$ cat src/rtl/ps2_key_pkg.sv
// ---------------------------------------------------------------------------
// ps2_key_pkg
// Shared definitions for the PS/2 set-2 key decoder:
//   - prefix byte constants (break F0, extended E0)
//   - the list of bytes that are dropped outright (BAT/ack/resend/error codes)
//   - the decoder state enum
//   - the tracked movement-key table, index -> {ext, code}
// ---------------------------------------------------------------------------
package ps2_key_pkg;

  localparam logic [7:0] SC_BREAK = 8'hF0;
  localparam logic [7:0] SC_EXT   = 8'hE0;

  // Keyboard housekeeping bytes that never form part of a key event.
  localparam int NUM_IGNORE = 6;
  localparam logic [NUM_IGNORE-1:0][7:0] IGNORE_SET = {
    8'h00, 8'hAA, 8'hEE, 8'hFA, 8'hFE, 8'hFF
  };

  localparam int NUM_KEYS = 12;

  typedef enum logic [1:0] {
    ST_IDLE    = 2'd0,
    ST_BRK     = 2'd1,
    ST_EXT     = 2'd2,
    ST_EXT_BRK = 2'd3
  } state_t;

  typedef struct packed {
    logic       ext;
    logic [7:0] code;
  } key_entry_t;

  // Tracked-key table. The index is the bit position in the held bitmap,
  // and lower indices win when falling back to a still-held key.
  function automatic key_entry_t keyEntry(input logic [3:0] idx);
    key_entry_t e;
    case (idx)
      4'd0:    e = '{ext: 1'b0, code: 8'h1D};
      4'd1:    e = '{ext: 1'b0, code: 8'h1C};
      4'd2:    e = '{ext: 1'b0, code: 8'h1B};
      4'd3:    e = '{ext: 1'b0, code: 8'h23};
      4'd4:    e = '{ext: 1'b0, code: 8'h15};
      4'd5:    e = '{ext: 1'b0, code: 8'h24};
      4'd6:    e = '{ext: 1'b0, code: 8'h2D};
      4'd7:    e = '{ext: 1'b0, code: 8'h2B};
      4'd8:    e = '{ext: 1'b1, code: 8'h75};
      4'd9:    e = '{ext: 1'b1, code: 8'h72};
      4'd10:   e = '{ext: 1'b1, code: 8'h6B};
      4'd11:   e = '{ext: 1'b1, code: 8'h74};
      default: e = '0;
    endcase
    return e;
  endfunction

  function automatic logic isIgnoreByte(input logic [7:0] b);
    logic r;
    r = 1'b0;
    for (int i = 0; i < NUM_IGNORE; i++) begin
      if (b == IGNORE_SET[i]) r = 1'b1;
    end
    return r;
  endfunction

endpackage

$ cat src/rtl/ps2_key_lookup.sv
// ---------------------------------------------------------------------------
// ps2_key_lookup
// Combinational match of an {ext, code} pair against the tracked-key table.
// Ports:
//   i_ext    in  1  E0 prefix seen for this code
//   i_code   in  8  final scancode byte
//   o_hit    out 1  pair is a tracked key
//   o_index  out 4  held-bitmap index of the matching key (0 when no hit)
// ---------------------------------------------------------------------------
module ps2_key_lookup
  import ps2_key_pkg::*;
(
  input  logic       i_ext,
  input  logic [7:0] i_code,
  output logic       o_hit,
  output logic [3:0] o_index
);

  always_comb begin
    o_hit   = 1'b0;
    o_index = 4'd0;
    for (int i = NUM_KEYS - 1; i >= 0; i--) begin
      if (keyEntry(4'(i)) == {i_ext, i_code}) begin
        o_hit   = 1'b1;
        o_index = 4'(i);
      end
    end
  end

endmodule

$ cat src/rtl/ps2_key_decoder.sv
// ---------------------------------------------------------------------------
// ps2_key_decoder
// Turns the raw PS/2 set-2 byte stream into make/break events, drops
// typematic repeats, keeps a held bitmap of the movement keys and presents
// one "active key" code for the pose tracker.
//
// Build option: define KEY_EXTENDED_EN to decode E0-prefixed keys (arrows
// in held[11:8]). Without it E0 is just another ignored byte, the extended
// states do not exist, and held[11:8] / keycode_ext read 0.
//
// Parameters:
//   TIMEOUT_CYCLES  clocks a pending prefix may wait for its next byte
// Ports:
//   CLOCK_50     in  1   system clock
//   reset        in  1   asynchronous reset, active-high
//   rx_data      in  8   received byte
//   rx_valid     in  1   rx_data valid strobe
//   evt_valid    out 1   one-cycle pulse per decoded event
//   evt_code     out 8   final scancode of the last event
//   evt_ext      out 1   last event carried E0
//   evt_make     out 1   last event was a press
//   held         out 12  held bitmap of tracked keys
//   keycode      out 8   active tracked key, 0x00 if none
//   keycode_ext  out 1   E0 flag of keycode
// ---------------------------------------------------------------------------
module ps2_key_decoder
  import ps2_key_pkg::*;
#(
  parameter int TIMEOUT_CYCLES = 2_500_000
) (
  input  logic        CLOCK_50,
  input  logic        reset,
  input  logic [7:0]  rx_data,
  input  logic        rx_valid,
  output logic        evt_valid,
  output logic [7:0]  evt_code,
  output logic        evt_ext,
  output logic        evt_make,
  output logic [11:0] held,
  output logic [7:0]  keycode,
  output logic        keycode_ext
);

  localparam int CNT_W = $clog2(TIMEOUT_CYCLES + 1);
  localparam logic [CNT_W-1:0] CNT_LAST = CNT_W'(TIMEOUT_CYCLES - 1);

`ifdef KEY_EXTENDED_EN
  localparam logic        EXT_EN    = 1'b1;
  localparam logic [11:0] HELD_MASK = 12'hFFF;
`else
  localparam logic        EXT_EN    = 1'b0;
  localparam logic [11:0] HELD_MASK = 12'h0FF;
`endif

  state_t           r_state;
  state_t           w_nextState;
  logic [CNT_W-1:0] r_count;
  logic             w_timeout;
  logic             w_isIgnore;
  logic             w_seqDone;
  logic             w_seqExt;
  logic             w_seqMake;
  logic             w_hit;
  logic [3:0]       w_index;
  logic [11:0]      w_idxMask;
  logic             w_keyHeld;
  logic             w_repeat;
  logic             w_fire;
  logic [11:0]      w_heldAfter;
  key_entry_t       w_lowEntry;

  logic             r_evtValid;
  logic [7:0]       r_evtCode;
  logic             r_evtExt;
  logic             r_evtMake;
  logic [11:0]      r_held;
  logic [7:0]       r_keycode;
  logic             r_keycodeExt;

  // With extended decoding off, E0 is dropped like any housekeeping byte.
  assign w_isIgnore = isIgnoreByte(rx_data) | (~EXT_EN & (rx_data == SC_EXT));
  assign w_timeout  = (r_state != ST_IDLE) && (r_count == CNT_LAST);

  // Prefix parser. A byte arriving on the expiry cycle is still decoded in
  // the current state; the timeout only applies when nothing arrives.
  always_comb begin
    w_nextState = r_state;
    w_seqDone   = 1'b0;
    w_seqExt    = 1'b0;
    w_seqMake   = 1'b0;
    if (rx_valid) begin
      case (r_state)
        ST_IDLE: begin
          if (rx_data == SC_BREAK) begin
            w_nextState = ST_BRK;
          end
`ifdef KEY_EXTENDED_EN
          else if (rx_data == SC_EXT) begin
            w_nextState = ST_EXT;
          end
`endif
          else if (!w_isIgnore) begin
            w_seqDone = 1'b1;
            w_seqMake = 1'b1;
          end
        end
        ST_BRK: begin
          w_nextState = ST_IDLE;
          w_seqDone   = !w_isIgnore && (rx_data != SC_EXT);
        end
`ifdef KEY_EXTENDED_EN
        ST_EXT: begin
          if (rx_data == SC_BREAK) begin
            w_nextState = ST_EXT_BRK;
          end else begin
            w_nextState = ST_IDLE;
            w_seqDone   = !w_isIgnore && (rx_data != SC_EXT);
            w_seqExt    = 1'b1;
            w_seqMake   = 1'b1;
          end
        end
        ST_EXT_BRK: begin
          w_nextState = ST_IDLE;
          w_seqDone   = !w_isIgnore && (rx_data != SC_EXT) && (rx_data != SC_BREAK);
          w_seqExt    = 1'b1;
        end
`endif
        default: w_nextState = ST_IDLE;
      endcase
    end else if (w_timeout) begin
      w_nextState = ST_IDLE;
    end
  end

  ps2_key_lookup u_lookup (
    .i_ext   (w_seqExt),
    .i_code  (rx_data),
    .o_hit   (w_hit),
    .o_index (w_index)
  );

  assign w_idxMask   = 12'b1 << w_index;
  assign w_keyHeld   = |(r_held & w_idxMask);
  assign w_heldAfter = r_held & ~w_idxMask;

  // A make of a key that is already down is the keyboard's auto-repeat.
  assign w_repeat = w_seqMake && w_hit && w_keyHeld;
  assign w_fire   = w_seqDone && !w_repeat;

  // Fallback active key after a release: lowest index still held.
  always_comb begin
    w_lowEntry = '0;
    for (int i = NUM_KEYS - 1; i >= 0; i--) begin
      if (w_heldAfter[i]) w_lowEntry = keyEntry(4'(i));
    end
  end

  always_ff @(posedge CLOCK_50 or posedge reset) begin
    if (reset) begin
      r_state <= ST_IDLE;
      r_count <= '0;
    end else begin
      r_state <= w_nextState;
      if (rx_valid || (w_nextState == ST_IDLE)) begin
        r_count <= '0;
      end else begin
        r_count <= r_count + CNT_W'(1);
      end
    end
  end

  always_ff @(posedge CLOCK_50 or posedge reset) begin
    if (reset) begin
      r_evtValid   <= 1'b0;
      r_evtCode    <= 8'h00;
      r_evtExt     <= 1'b0;
      r_evtMake    <= 1'b0;
      r_held       <= 12'h000;
      r_keycode    <= 8'h00;
      r_keycodeExt <= 1'b0;
    end else begin
      r_evtValid <= w_fire;
      if (w_fire) begin
        r_evtCode <= rx_data;
        r_evtExt  <= w_seqExt;
        r_evtMake <= w_seqMake;
      end
      if (w_fire && w_hit) begin
        if (w_seqMake) begin
          r_held       <= r_held | w_idxMask;
          r_keycode    <= rx_data;
          r_keycodeExt <= w_seqExt;
        end else if (w_keyHeld) begin
          r_held <= w_heldAfter;
          if ((r_keycode == rx_data) && (r_keycodeExt == w_seqExt)) begin
            r_keycode    <= w_lowEntry.code;
            r_keycodeExt <= w_lowEntry.ext;
          end
        end
      end
    end
  end

  assign evt_valid   = r_evtValid;
  assign evt_code    = r_evtCode;
  assign evt_ext     = r_evtExt;
  assign evt_make    = r_evtMake;
  assign held        = r_held & HELD_MASK;
  assign keycode     = r_keycode;
  assign keycode_ext = r_keycodeExt & EXT_EN;

endmodule

$ cat config.mk
export PLATFORM = sky130hd
export DESIGN_NAME = ps2_key_decoder
export DESIGN_NICKNAME = d
export VERILOG_FILES = /design/src/rtl/ps2_key_pkg.sv /design/src/rtl/ps2_key_lookup.sv /design/src/rtl/ps2_key_decoder.sv
export SDC_FILE = /design/constraint.sdc
export NUM_CORES = 1
export LEC_CHECK = 0
export CAP_MARGIN = 5
export CORE_ASPECT_RATIO = 1.1
export CORE_MARGIN = 3
export CORE_UTILIZATION = 50
export CTS_CLUSTER_DIAMETER = 60
export CTS_CLUSTER_SIZE = 30
export DETAILED_ROUTE_END_ITERATION = 16
export PLACE_DENSITY = 0.82
export SLEW_MARGIN = 20
export SYNTH_ARGS = -nofsm -noshare
export SYNTH_HDL_FRONTEND = slang
export SYNTH_HIERARCHICAL = 1
export SYNTH_SLANG_ARGS = --single-unit
export TNS_END_PERCENT = 20
$ cat constraint.sdc
create_clock -name CLOCK_50 -period 2.9 [get_ports CLOCK_50]
set_clock_uncertainty 0.2 [all_clocks]
set_input_delay 0.58 -clock CLOCK_50 [delete_from_list [all_inputs] [get_ports CLOCK_50]]
set_output_delay 0.58 -clock CLOCK_50 [all_outputs]
set_load 0.05 [all_outputs]
# [Word level (Yosys, flattened, before mapping)]
# Index checks and enable logic that the tools add are counted.
[op_classes] add_sub_neg=1 eq_ne=19 n_shift=1 n_mux=53 n_bitwise=6 n_reduce_logical=19
[op_table] cell="2-to-1 mux 9 bit" count=12
[op_table] cell="== test 8 bit, second input constant" count=7
[op_table] cell="== test 5 x 8 -> 1 bit, first input constant" count=4
[op_table] cell="== test 6 x 8 -> 1 bit, first input constant" count=4
[op_table] cell="bitwise AND 12 bit" count=2
[op_table] cell="2-to-1 mux 12 bit" count=2
[op_table] cell="2-to-1 mux 3 bit" count=8
[op_table] cell="2-to-1 mux 8 bit" count=3
[op_table] cell="adder 22 x 1 -> 22 bit, second input constant" count=1
[op_table] cell="== test 22 bit, second input constant" count=1
[op_table] cell="2-to-1 mux 1 bit" count=22
[op_table] cell="2-to-1 mux 22 bit" count=1
[op_table] cell="NOT 12 bit" count=1
[op_table] cell="bitwise OR 12 bit" count=1
[op_table] cell="OR reduction 12 bit" count=1
[op_table] cell="<< shifter 1 x 4 -> 12 bit, first input constant" count=1
[op_table] cell="== test 8 bit" count=1
[op_table] cell="logical NOT 8 bit" count=1
[op_table] cell="2-to-1 mux 2 bit" count=4
[op_table] cell="inequality test 8 bit, second input constant" count=1
[op_table] cell="logical AND 1 bit" count=7
[op_table] cell="nonzero test 2 bit" count=3
[op_table] cell="logical NOT 2 bit" count=2
[op_table] cell="AND reduction 3 bit" count=1
[op_table] cell="7 further kinds" count=8
[word_totals] reg_bits=55 in_bits=11 output_inout_bits=32 elab_cells=107

# [Logic depth before layout (Yosys ltp)]
# Gate-level depths: netlist of the first run.
[logic_depth] ltp_word=27 depth_mapped=14 mapped_depth_nobuf=10

# [Hierarchy]
# The synthesis of the first run kept the hierarchy.
[modules_own_cells] mod="ps2_key_decoder" instances=1 cells_per_inst=388 area_per_inst_um2=3589.7 seq_area_each_um2=1376.3
[modules_own_cells] mod="ps2_key_lookup" instances=1 cells_per_inst=47 area_per_inst_um2=294.0 seq_area_each_um2=0.0

# [Least setup slack after synthesis of the first run]
# No wires, ideal clock.
[synth_timing] kind="input -> register" from="input port rx_data[6]" to="register with a tool-made name" setup_ps=128 t_arrival_ps=3305 required_time_ps=2572 setup_slack_ps=-732 stages=11 path_buffers=2 cell_sequence="or3_4 or4_1 o211ai_1 buf_6 mux2i_1 o22ai_1 nor4_4 xor2_2 buf_6 nand3_1 mux2_1"
[synth_lines] element="start, declared" line="ps2_key_decoder.sv:33" text="input logic [7:0] rx_data,"

==> metrics.txt, run 1 <==
Final Wtd Congestion 1.014; ys flop type dfrtp_1; r2r setup slk 0.47 ns; Hold Buf Count CTS 0; CTS buffer count 5; Nets 546; initial antenna violation count 0; Worst Hold Endpoint r_count[0]; met2 WL 6.113 mm; Design Power 1.934 mW; Max Transition Viols Final 0; Worst-path clk slew 0.10 ns; Final TNS setup -10.93 ns; RSZ-0062 raised after global routing true; CTS sink cnt 55; DR pass1 iterations 5; synth-to-layout area growth 35.79%; worst endpoint required time 2.90 ns; DR iter-0 viols 258; arrival time worst endpoint 3.37 ns; PwrDens 366.7 nW/µm²; Ys Warns 6; die span in y 98.44 µm; worst-path maximum fanout 5; area share of the leading cell type in the synthesized netlist 35.44%; num rows 33; Die Footprint 8862 µm²; CORE AREA 7515 µm²; status finished, violations left; worst-margin pin slew 1.192 ns; P_leak 2.181 nW; DIE WIDTH 90.03 µm; share of cells above drive strength 1 32.90%; failing checks setup timing; Post-synth ARST share 100.0%; Worst Hold Class reg2reg; total track usage 27.10%; Worst-Skew Late Latency 0.32 ns; shortest period the worst path allows 3.372 ns; Highest Signal Layer met4; final hold violation count 0; fmax 296.6 MHz; top cell type by total area after synthesis dfrtp_1; vias in the first global route 3930; worst reg2reg path depth 8; CP Capture Type flip-flop; worst slack at placement -1.275 ns; Cells after DPL 619; Routed WL per cell 18.84 µm; number of remaining DRC errors 0; top post-synthesis cells by area dfrtp_1 (35%), mux2_2 (5.8%), nor2_1 (4.9%), xnor2_1 (3.2%), buf_4 (3.1%); Clock Root Buffer clkbuf_8; n_diodes 0; EDFF count, synth 0; #FFs+latches synth 55; register area share after synthesis 35.44%; setup violators final 27; Mean Syn Cell Area 8.928 µm²; starting density of the core 51.68%; Final WS setup -0.4716 ns; synthesized instance count 435; first-pass GRT wire length 19.53 mm; antenna-violating nets left 0; grt total ovfl 0; hold path cells 1; post-synthesis cell type count 70; Non-Filler Instances 640; IO Port Bufs 36; vias per std cell 5.981; CTS tree yes; Setup crit start kind input port; Post-Route M1 WL 4.593 mm; vias 3828; crit path kind in2reg; met3 WL post-DR 699 µm; most frequent cells in the layout buf_4 (74), dfrtp_1 (55), nor2_1 (50), clkdlybuf4s50_1 (28), nand2_1 (24); commonest non-fill, non-tap cell in the layout buf_4; largest net degree at the start of global routing 23; deepest clock path buffer count 2; max-cap viol count 0; Total Wirelength 12.06 mm; worst-case vdd ir drop 360.0 µV; max_slew headroom 20.21%; H-tree level count 2; Worst Hold Launch r_count[0]; DPL Wire Length 8.403 mm; FILL cells 538; Final period util 116.3%; Synth Cell Area 3884 µm²; # IOs 43
[worst max path at each step]
stage,from,endpoint,slack (ns),depth (start not counted)
floorplan,rx_data[6],flip-flop,-0.65,10
global route,rx_data[7],flip-flop,-0.58,13
finish,rx_data[7],flip-flop,-0.47,13
detailed placement,rx_data[6],keycode[6],-1.28,13
CTS,rx_data[7],flip-flop,-0.35,13
global placement,rx_data[6],keycode[4],-1.14,14
[area by class of cell]
type	instances	area [µm²]	share of cell area [%]
Clock inverter	2	60.06	1.139
Inverter	10	37.54	0.7117
Timing Repair Buffer	122	1047	19.86
Clock buffer	6	72.57	1.376
Sequential cell	55	1376	26.10
Multi-Input combinational cell	340	2549	48.33
Tap cell	105	131.4	2.491
[routing by layer]
layer / up-vias / global-route usage [%]
li1: 1745 / -
met1: 1851 / 30.52
met2: 175 / 48.28
met3: 57 / 5.115
met4: 0 / 15.19
met5: - / 0
[critical path, stage by stage]
cell and delay (ns):
buf_6 0.09, or3_4 0.37, or4_4 0.43, o211ai_1 0.14, buf_4 0.20, mux2i_2 0.25
o22ai_2 0.13, nor4_4 0.36, xor2_2 0.18, buf_6 0.15, buf_6 0.13, nand3_2 0.07
mux2_4 0.30
[Yosys cell counts (3+ instances only)]
cell type / count
nand2_1: 24
nor4_1: 8
or4_1: 3
o22ai_1: 6
nand3_1: 22
xor2_1: 13
or2_2: 6
o31ai_1: 3
nor2_1: 51
or3b_2: 3
clkbuf_1: 12
mux2_1: 4
xnor2_1: 14
buf_4: 16
a21oi_1: 20
dfrtp_1: 55
nand2b_1: 12
mux2_2: 20
o21ai_0: 11
buf_6: 3
a2bb2oi_1: 5
nand4_1: 9
buf_2: 8
nand4bb_1: 3
and3_1: 3
and2_1: 5
nand3b_1: 7
nor3_1: 8
or3_1: 3
inv_1: 10
mux2i_1: 8
nor2b_1: 6
a31oi_1: 5
[cells by family after synthesis]
group	after synthesis	synth area share, %
AO/OA/AOI/OAI	76	13.40
XOR/XNOR	28	6.508
adder cells (fa/ha/maj)	1	0.3221
buffers and inverters	51	7.313
flip-flops	55	35.44
multiplexers	32	9.021
other	1	0.09656
AND/OR/NAND/NOR	191	27.90
[power breakdown]
part | switching [mW] | total, mW | internal, mW | leakage (nW)
clock | 0.262 | 0.607 | 0.345 | 0.0654
combinational | 0.296 | 0.510 | 0.214 | 1.38
sequential | 0.0235 | 0.817 | 0.794 | 0.733
[stage by stage]
stage	util (%)	hold slack [ns]	instance area (µm²)
floorplan	-	0.2553	3944
global placement	63.34	0.2790	4760
detailed placement	63.34	0.2916	4760
CTS	68.86	0.3116	5175
global route	70.18	0.3340	5274
finish	70.18	0.3149	5274
[what timing repair did]
item / CTS / global route
gates cloned: 1 / 0
gates resized for setup: 70 / 26
pin swaps: 17 / 1
setup buffers: 11 / 2
setup endpoints to repair: 27 / 27
No activity file was read; power rests on OpenSTA's default activity.
==> run 2: changes to the inputs <==
- CORE_UTILIZATION: 50 -> 51
- GPL_TIMING_DRIVEN: default -> 0
- PLACE_DENSITY: 0.82 -> 0.83
==> metrics.txt, run 2 (synthesis results as in run 1) <==
status finished, violations left; failing checks setup timing; Max Transition Viols Final 0; crit path kind in2reg; r2r setup slk 0.40 ns; final core occ 66.04%; total track usage 24.25%; worst reg2reg path depth 8; switch share 33.58%; # IOs 43; DIE WIDTH 89.21 µm; CP Capture Type flip-flop; Design Power 1.720 mW; Nets 510; largest net degree at the start of global routing 56; Worst Hold Class reg2reg; Total Wirelength 10.23 mm; final instance area 4760 µm²; IO Port Bufs 35; num rows 32; Routed WL per cell 17.51 µm; worst endpoint required time 2.90 ns; Logic pwr share 25.3%; DPL Wire Length 7.280 mm; antenna-violating nets left 0; worst-case vdd ir drop 276.4 µV; internal power 1.143 mW; n_diodes 0; grt total ovfl 0; CORE AREA 7207 µm²; most frequent CP cell buf_6; DR pass1 iterations 5; Final WS setup -0.5442 ns; synth-to-layout area growth 22.55%; Worst-Skew Late Latency 0.32 ns; Clock Root Buffer clkbuf_8; CTS tree yes; CTS buffer count 5; CTS sink cnt 55; Clock Power Share 27.4%; DR iter-0 viols 162; Final Wtd Congestion 0.9082; max_slew headroom 55.17%; DP Area 4403 µm²; CP max stage cell or4_1; first-pass GRT wire length 16.88 mm; number of remaining DRC errors 0; max-cap viol count 0; vias 3556; critical path, cell by cell buf_12, or3_4, or4_1, o211ai_1, buf_6, mux2i_1, o22ai_2, nor4_4, buf_4, xor2_4, buf_6, nand3_2, mux2_4; worst-path maximum fanout 6; PwrDens 361.4 nW/µm²; P_leak 1.903 nW; arrival time worst endpoint 3.45 ns; Final period util 118.8%; delay of the slowest critical-path stage 0.42 ns; vias in the first global route 3465; sequential power share 47.4%; starting density of the core 53.89%; shortest period the worst path allows 3.444 ns; H-tree level count 2; RSZ-0062 raised after global routing true; sw power 0.5776 mW; deepest clock path buffer count 2; vias per std cell 6.089; fmax 290.3 MHz; Worst-path clk slew 0.10 ns; final hold violation count 0; Setup crit start kind input port; most frequent cells in the layout dfrtp_1 (55), nor2_1 (51), buf_4 (30), clkdlybuf4s50_1 (28), nand2_1 (24); setup violators final 27; Die Footprint 8700 µm²; initial antenna violation count 0; die span in y 97.53 µm; share of cells above drive strength 1 22.65%; Crit. Startpoint rx_data[7]; commonest non-fill, non-tap cell in the layout dfrtp_1; worst-margin pin slew 0.6725 ns
run 2: stage by stage:
step,TNS [ns],instances,hold WS [ns],worst slack [ns]
5_1_grt,-12.64,584,0.3253,-0.5713
2_1_floorplan,-13.45,446,0.2553,-0.6466
3_3_place_gp,-55.08,566,0.2686,-1.780
3_5_place_dp,-44.07,566,0.2866,-1.807
4_1_cts,-9.462,582,0.3152,-0.4504
6_report,-11.90,584,0.3107,-0.5442
run 2: critical path, delay by kind of cell:
| family | cells | cell delay [ns] |
|---|---|---|
| compound gates | 2 | 0.35 |
| xor+xnor | 1 | 0.21 |
| buf+inv | 4 | 0.64 |
| mux | 2 | 0.51 |
| simple gates | 4 | 1.15 |
run 2: timing repair:
action | in CTS | in global routing
hold buffers | 0 | 0
endpoints found under the setup margin | 27 | 27
gates resized for setup | 73 | 7
buffers inserted | 10 | 2
pin swaps | 9 | 3
run 2: power groups by stage:
stage | Sequential, mW | Clock, mW | Combinational (mW)
2_1_floorplan | 0.915 | 0 | 0.185
3_5_place_dp | 0.829 | 0 | 0.394
4_1_cts | 0.814 | 0.486 | 0.427
6_report | 0.815 | 0.471 | 0.435
3_3_place_gp | 0.828 | 0 | 0.387
5_1_grt | 0.819 | 0.514 | 0.461
run 2: per-layer routing:
layer / up-vias / track usage [%] / part of all wire (%)
met5: - / 0 / 0
li1: 1676 / - / -
met4: 0 / 7.675 / 3.0
met2: 129 / 40.44 / 50
met1: 1724 / 31.80 / 42
met3: 27 / 3.562 / 4.7
run 2: worst min-delay path by stage:
| stage | from | end | cells past startpoint |
|---|---|---|---|
| global route | rx_data[0] | evt_code[0] | 2 |
| floorplan | r_count[0] | r_count[0] | 1 |
| global placement | r_keycodeExt | r_keycodeExt | 1 |
| CTS | r_keycodeExt | r_keycodeExt | 1 |
| detailed placement | r_keycodeExt | r_keycodeExt | 1 |
| finish | r_count[0] | r_count[0] | 1 |
run 2: layout make-up:
class,count,area (µm²)
Fill cell,610,2447
Multi-Input combinational cell,340,2422
Sequential cell,55,1376
Timing Repair Buffer,47,441.7
Buffer,39,270.3
Tap cell,85,106.4
Clock buffer,5,68.82
Inverter,10,40.04
Clock inverter,3,33.78
==> run 3: changes to the inputs <==
- MAX_ROUTING_LAYER: default -> met4
- SKIP_CTS_REPAIR_TIMING: default -> 1
==> metrics.txt, run 3 (synthesis results as in run 1) <==
antenna-violating nets left 0; DP Area 4403 µm²; IO Port Bufs 35; CTS buffer count 5; Worst-Skew Late Latency 0.32 ns; Worst-path clk slew 0.10 ns; deepest clock path buffer count 2; Total Wirelength 10.09 mm; Final period util 123.3%; final instance area 4782 µm²; synth-to-layout area growth 23.13%; arrival time worst endpoint 3.58 ns; Final Wtd Congestion 0.9284; CP Capture Type flip-flop; CTS tree yes; Worst Hold Launch r_count[0]; DR pass1 iterations 4; Max Transition Viols Final 0; Clock Root Buffer clkbuf_8; Routed WL per cell 17.19 µm; vias in the first global route 3230; vias 3548; share of cells above drive strength 1 23.11%; largest net degree at the start of global routing 56; max_slew headroom 55.11%; r2r setup slk 0.27 ns; RSZ-0062 raised after global routing true; final hold violation count 0; # IOs 43; die span in y 97.53 µm; status finished, violations left; crit path kind in2reg; Worst Hold Endpoint r_count[0]; CTS sink cnt 55; Nets 513; num rows 32; DPL Wire Length 7.095 mm; total track usage 23.68%; worst-margin pin slew 0.6734 ns; most frequent cells in the layout dfrtp_1 (55), nor2_1 (51), buf_4 (29), clkdlybuf4s50_1 (28), nand2_1 (23); Final WS setup -0.6743 ns; shortest period the worst path allows 3.574 ns; worst endpoint required time 2.91 ns; worst-case vdd ir drop 279.9 µV; DIE WIDTH 89.21 µm; CORE AREA 7207 µm²; first-pass GRT wire length 16.15 mm; P_leak 1.918 nW; hold path cells 1; grt total ovfl 0; Design Power 1.719 mW; max-cap viol count 0; starting density of the core 53.89%; H-tree level count 2; FILL cells 579; worst reg2reg path depth 8; DR iter-0 viols 281; Setup crit start kind input port; Worst Hold Class reg2reg; number of remaining DRC errors 0; initial antenna violation count 0; final core occ 66.35%; failing checks setup timing; Die Footprint 8700 µm²; setup violators final 27; commonest non-fill, non-tap cell in the layout dfrtp_1; worst-path maximum fanout 5; n_diodes 0; Final TNS setup -15.49 ns; vias per std cell 6.044; PwrDens 359.5 nW/µm²; fmax 279.8 MHz
==> run 3: changes by cell type in the layout (fill, tap and decap cells not counted), sizes merged <==
cell,delta
buf,+1
clkinvlp,+1
clkinv,-1
clkbuf,+2
==> run 3: critical path, stage by stage <==
cell and delay [ns]:
buf_12 0.10, or3_4 0.38, or4_1 0.44, o211ai_1 0.24
buf_6 0.19, mux2i_1 0.21, o22ai_2 0.14, nor4_4 0.30
buf_6 0.17, xor2_4 0.25, buf_6 0.17, nand3_2 0.10
mux2_4 0.31
==> run 3: power breakdown <==
| part | switching [mW] | internal (mW) |
|---|---|---|
| registers | 0.0209 | 0.794 |
| logic | 0.270 | 0.173 |
| clock network | 0.283 | 0.178 |
==> run 3: how the worst max path moves through the flow <==
stage,startpoint,end,slack (ns)
finish,rx_data[7],flip-flop,-0.67
global route,rx_data[7],flip-flop,-0.71
CTS,rx_data[0],keycode[3],-1.53
detailed placement,rx_data[0],keycode[3],-1.83
global placement,rx_data[0],flip-flop,-1.78
floorplan,rx_data[6],flip-flop,-0.65
==> run 3: final cells by class <==
class / count / area [µm²] / area share [%]
plain buffers: 39 / 265.3 / 5.547
multi-input cells: 340 / 2435 / 50.92
clock buffers: 5 / 68.82 / 1.439
well taps: 85 / 106.4 / 2.224
clock inverters: 3 / 27.53 / 0.5756
repair buffers: 50 / 462.9 / 9.681
flip-flops and latches: 55 / 1376 / 28.78
inverters: 10 / 40.04 / 0.8373
==> run 3: metal layers <==
| metal | part of all wire, % | track usage, % | vias up |
|---|---|---|---|
| li1 | - | - | 1693 |
| met1 | 42 | 33.23 | 1720 |
| met2 | 51 | 36.25 | 120 |
| met3 | 4.8 | 3.223 | 15 |
| met4 | 1.6 | 5.498 | 0 |
| met5 | 0 | - | - |
==> run 3: stage by stage <==
stage / cells / worst slack, ns / hold WS [ns]
2_1_floorplan: 446 / -0.6466 / 0.2553
3_3_place_gp: 566 / -1.776 / 0.2679
3_5_place_dp: 566 / -1.835 / 0.2819
4_1_cts: 574 / -1.532 / 0.2988
5_1_grt: 587 / -0.7085 / 0.3295
6_report: 587 / -0.6743 / 0.2952
